===== src/rtl/adder_pipe_pkg.sv =====
// Shared result type and limits for the transport-delay adder pipeline.
// ADDER_PIPE_OVF_EN adds a signed-overflow bit to the result payload.
package adder_pipe_pkg;

   localparam int MAX_LATENCY = 8;
   localparam int RES_WIDTH   = 4;

   typedef struct packed {
`ifdef ADDER_PIPE_OVF_EN
      logic                 ovf;
`endif
      logic                 co;
      logic [RES_WIDTH-1:0] sum;
   } adder_res_t;

endpackage


===== src/rtl/adder_pipe_stage.sv =====
// One valid+payload pipeline register; payload only moves with valid data,
// so an emptied stage keeps its last result on the outputs.
module adder_pipe_stage
   import adder_pipe_pkg::*;
(
   input  logic       clk,
   input  logic       rst_n,
   input  logic       i_load,
   input  logic       i_valid,
   input  adder_res_t i_d,
   output logic       o_valid,
   output adder_res_t o_q
);

   logic       r_valid;
   adder_res_t r_q;

   always_ff @(posedge clk or negedge rst_n) begin
      if (!rst_n) begin
         r_valid <= 1'b0;
         r_q     <= '0;
      end else if (i_load) begin
         r_valid <= i_valid;
         if (i_valid) begin
            r_q <= i_d;
         end
      end
   end

   assign o_valid = r_valid;
   assign o_q     = r_q;

endmodule


===== src/rtl/adder_pipe_transport.sv =====
// Clocked adder with carry-in, LATENCY-deep bubble-collapsing valid/ready pipe.
// Optional ovf output when ADDER_PIPE_OVF_EN is defined.
module adder_pipe_transport
   import adder_pipe_pkg::*;
#(
   parameter int WIDTH   = 4,
   parameter int LATENCY = 3
) (
   input  logic             clk,
   input  logic             rst_n,
   input  logic [WIDTH-1:0] a,
   input  logic [WIDTH-1:0] b,
   input  logic             ci,
   input  logic             in_valid,
   output logic             in_ready,
   output logic [WIDTH-1:0] sum,
   output logic             co,
`ifdef ADDER_PIPE_OVF_EN
   output logic             ovf,
`endif
   output logic             out_valid,
   input  logic             out_ready
);

   if (LATENCY < 1 || LATENCY > MAX_LATENCY) begin : g_bad_latency
      $fatal(1, "adder_pipe_transport: LATENCY must be 1..%0d", MAX_LATENCY);
   end
   if (WIDTH != RES_WIDTH) begin : g_bad_width
      $fatal(1, "adder_pipe_transport: WIDTH must equal %0d", RES_WIDTH);
   end

   logic [WIDTH:0]     w_add;
   adder_res_t         w_res;
   logic [LATENCY-1:0] w_v;
   logic [LATENCY-1:0] w_adv;
   adder_res_t         w_q [LATENCY];

   assign w_add = {1'b0, a} + {1'b0, b} + {{WIDTH{1'b0}}, ci};

   always_comb begin
      w_res     = '0;
      w_res.co  = w_add[WIDTH];
      w_res.sum = w_add[WIDTH-1:0];
`ifdef ADDER_PIPE_OVF_EN
      w_res.ovf = (a[WIDTH-1] == b[WIDTH-1]) &&
                  (w_add[WIDTH-1] != a[WIDTH-1]);
`endif
   end

   // A stage advances when empty or when its successor takes its result.
   always_comb begin
      w_adv = '0;
      w_adv[LATENCY-1] = !w_v[LATENCY-1] || out_ready;
      for (int k = LATENCY - 2; k >= 0; k--) begin
         w_adv[k] = !w_v[k] || w_adv[k+1];
      end
   end

   for (genvar k = 0; k < LATENCY; k++) begin : g_stage
      logic       w_in_v;
      adder_res_t w_in_d;

      if (k == 0) begin : g_first
         assign w_in_v = in_valid;
         assign w_in_d = w_res;
      end else begin : g_next
         assign w_in_v = w_v[k-1];
         assign w_in_d = w_q[k-1];
      end

      adder_pipe_stage u_stage (
         .clk     (clk),
         .rst_n   (rst_n),
         .i_load  (w_adv[k]),
         .i_valid (w_in_v),
         .i_d     (w_in_d),
         .o_valid (w_v[k]),
         .o_q     (w_q[k])
      );
   end

   assign in_ready  = w_adv[0];
   assign out_valid = w_v[LATENCY-1];
   assign sum       = w_q[LATENCY-1].sum;
   assign co        = w_q[LATENCY-1].co;
`ifdef ADDER_PIPE_OVF_EN
   assign ovf       = w_q[LATENCY-1].ovf;
`endif

endmodule


===== config.mk =====
export PLATFORM = sky130hd
export DESIGN_NAME = adder_pipe_transport
export DESIGN_NICKNAME = d
export VERILOG_FILES = /design/src/rtl/adder_pipe_pkg.sv /design/src/rtl/adder_pipe_stage.sv /design/src/rtl/adder_pipe_transport.sv
export SDC_FILE = /design/constraint.sdc
export NUM_CORES = 1
export LEC_CHECK = 0
export CORE_ASPECT_RATIO = 0.8
export CORE_MARGIN = 2
export CORE_UTILIZATION = 45
export CTS_CLUSTER_SIZE = 24
export DETAILED_ROUTE_END_ITERATION = 10
export GPL_TIMING_DRIVEN = 1
export PLACE_DENSITY = 0.75
export REMOVE_ABC_BUFFERS = 1
export SETUP_SLACK_MARGIN = 0.4
export SYNTH_ARGS = -nofsm -noshare
export SYNTH_HDL_FRONTEND = slang
export SYNTH_HIERARCHICAL = 1
export SYNTH_SLANG_ARGS = --single-unit

===== constraint.sdc =====
create_clock -name clk -period 3 [get_ports clk]
set_input_delay 0.6 -clock clk [delete_from_list [all_inputs] [get_ports clk]]
set_output_delay 0.6 -clock clk [all_outputs]
set_load 0.01 [all_outputs]

==> results.sh <==
export IMPL_final_hold_viol_count=0
export IMPL_rsz0062_at_grt="false"
export IMPL_cp_startpoint="out_ready"
export IMPL_portBuffers=19
export IMPL_p_per_area_nw_per_um2=708.4
export IMPL_clk_latency_ns=0.30
export IMPL_endpoint="in_ready"
export IMPL_cp_max_fo=3
export IMPL_cts_resized=0
export IMPL_fillers=158
export IMPL_place_gp_congestion=0.6492
export IMPL_ys_types=14
export IMPL_clock_path_buffers=2
export IMPL_ctsHoldBuffers=0
export IMPL_tritoncts="built"
export IMPL_start_util_pct=47.69
export IMPL_switching_share_pct=26.21
export IMPL_drv_cap=0
export IMPL_routed_wl_um=1264
export IMPL_rr_endpoint="g_stage[0].u_stage/o_q[1]$_DFFE_PN0P_"
export IMPL_clock_skew_ns=0.009597
export IMPL_hold_ws_ns=0.5156
export IMPL_hp_start="g_stage[2].u_stage/o_q[0]$_DFFE_PN0P_"
export IMPL_seq_area_frac_synth_pct=49.93
export IMPL_cp_arrival_ns=1.87
export IMPL_diodes=0
export IMPL_numCtsBuffers=3
export IMPL_syn2layout_area_growth_pct=28.43
export IMPL_path_clk_slew_ns=0.09
export IMPL_worst_slew_pin_slew_ns=0.7512
export IMPL_firstDrtPassIters=4
export IMPL_die_area_sq_um=2381
export IMPL_ant_nets=0
export IMPL_ir_drop_mv=0.3378
export IMPL_syn_area_per_cell_sq_um=14.79
export IMPL_netSwitchingPower_mw=0.2151
export IMPL_rows=14
export IMPL_reg2reg_depth=3
export IMPL_max_freq_ghz=0.4051
export IMPL_r2r_start="g_stage[1].u_stage/o_valid$_DFFE_PN0P_"
export IMPL_synth_warnings=6
export IMPL_cts_root_buf="clkbuf_4"
export IMPL_drtIter0Drc=11
export IMPL_hp_class="reg -> reg"
export IMPL_core_sq_um=1892
export IMPL_grt_max_degree=19
export IMPL_drive_above_1_share_pct=27.38
export IMPL_setup_ws_ns=0.5312
export IMPL_layout_commonest_cell="clkdlybuf4s50_1"
export IMPL_setup_violations=0
export IMPL_critPathKind="in -> out"
export IMPL_htreeDepth=1
export IMPL_grtUsageTotal_pct=13.27
export IMPL_maxSlewHeadroom_pct=49.76
export IMPL_drv_slew=0
export IMPL_ioPinCount=20
export IMPL_fin_util_pct=61.24
export IMPL_syn_area_sq_um=902.1
export IMPL_critPathRequiredTime_ns=2.40
export IMPL_layout_nets=103
export IMPL_viasPerCell=4.861
export IMPL_die_y_um=44.05
export IMPL_status="complete, no violations"
export IMPL_r2r_setup_slack_ns=1.72
export IMPL_cts_setup_buffers=0
export IMPL_finalSetupTns_ns=0
export IMPL_seq_power_share_pct=46.0
export IMPL_grt_pass1_vias=511
export IMPL_timing_final_crit_period_ns=2.469
export IMPL_clkPwrFrac_pct=18.0
export IMPL_comb_power_share_pct=36.1
export IMPL_cts_sinks=18
export IMPL_ys_ff_latch=18
export IMPL_wl_per_cell_um=11.70
export IMPL_drc=0
export IMPL_hpwl_um=1025
export IMPL_gr_total_overflow=0
export IMPL_vias=525
export IMPL_finalCritPeriodShare_pct=82.29
export IMPL_mostFrequentLayoutCells="clkdlybuf4s50_1, dfrtp_1, mux2_4, inv_1, o21ai_0"
export IMPL_end_kind="output pin"
export IMPL_grt_pass1_wl_um=2118
export IMPL_power_mw=0.8207
export IMPL_p_leak_nw=0.5534
export IMPL_antenna_found_initial=0
export IMPL_die_x_um=54.06
export IMPL_syn_inst=61
export IMPL_p_int_mw=0.6056
export IMPL_worstSetupStartpointType="input port"
export IMPL_dp_slack_ns=0.5332
[through the flow]
step           instances  instance area, sq um
2_1_floorplan         61                 902.1
3_3_place_gp         104                  1122
3_5_place_dp         104                  1122
4_1_cts              108                  1159
5_1_grt              108                  1159
6_report             108                  1159
[flip-flops by register name (all words and copies together), names as in the netlist]
name,cells
g_stage.u_stage/o_q,15
g_stage.u_stage/o_valid,3
[cell usage after synthesis, drive strengths merged]
cell type,instances,area share (%)
o21ai,4,2.2
nand4b,1,0.97
a21o,1,0.83
nand3b,1,0.83
fa,2,4.4
nand2b,2,1.4
a21oi,1,0.97
nor2b,1,0.69
inv,7,2.9
mux2,15,25
xnor2,2,1.9
dfrtp,18,50
ha,3,4.2
nand2,3,3.7
[per-layer routing]
| layer | GRT usage [%] | wire length [um] |
|---|---|---|
| met3 | 2.027 | 62 |
| met2 | 19.76 | 562 |
| met5 | 0 | 0 |
| met1 | 15.92 | 588 |
| met4 | 13.50 | 50 |
[critical path, stage by stage]
cell             delay (ns)
clkdlybuf4s50_1        0.49
nand4b_1               0.21
clkdlybuf4s50_1        0.57
[final cells by class]
cell class | count | area (sq um) | share of cell area, %
clock buffers | 4 | 36.28 | 3.132
inverters | 7 | 26.28 | 2.268
multi-input cells | 36 | 425.4 | 36.72
flip-flops and latches | 18 | 450.4 | 38.88
well taps | 24 | 30.03 | 2.592
repair buffers | 19 | 190.2 | 16.41
[cell families (layout without fill, tap and decap cells)]
family,count (synthesis),count (layout),synth area share (%)
xor gates and xnor gates,2,2,1.942
AOI/OAI and AO/OA,6,6,4.023
buffers and inverters,7,30,2.913
adders and majority gates,5,5,8.600
muxes,15,15,24.97
DFF,18,18,49.93
and+or+nand+nor,8,8,7.629
[power groups by stage]
stage	clock network [mW]	logic [mW]	registers [mW]
finish	0.147	0.296	0.377
floorplan	0	0.169	0.389
global placement	0	0.291	0.379
detailed placement	0	0.300	0.384
CTS	0.152	0.301	0.379
global route	0.161	0.319	0.388
[worst min path at each step]
stage / to / depth (start not counted)
floorplan: g_stage[0].u_stage/o_q[0]$_DFFE_PN0P_ / 0
global placement: g_stage[2].u_stage/o_q[4]$_DFFE_PN0P_ / 1
detailed placement: g_stage[2].u_stage/o_q[2]$_DFFE_PN0P_ / 1
CTS: g_stage[2].u_stage/o_q[2]$_DFFE_PN0P_ / 1
global route: g_stage[2].u_stage/o_q[2]$_DFFE_PN0P_ / 1
finish: g_stage[2].u_stage/o_q[0]$_DFFE_PN0P_ / 1
Power figures use the tool's default switching activity.
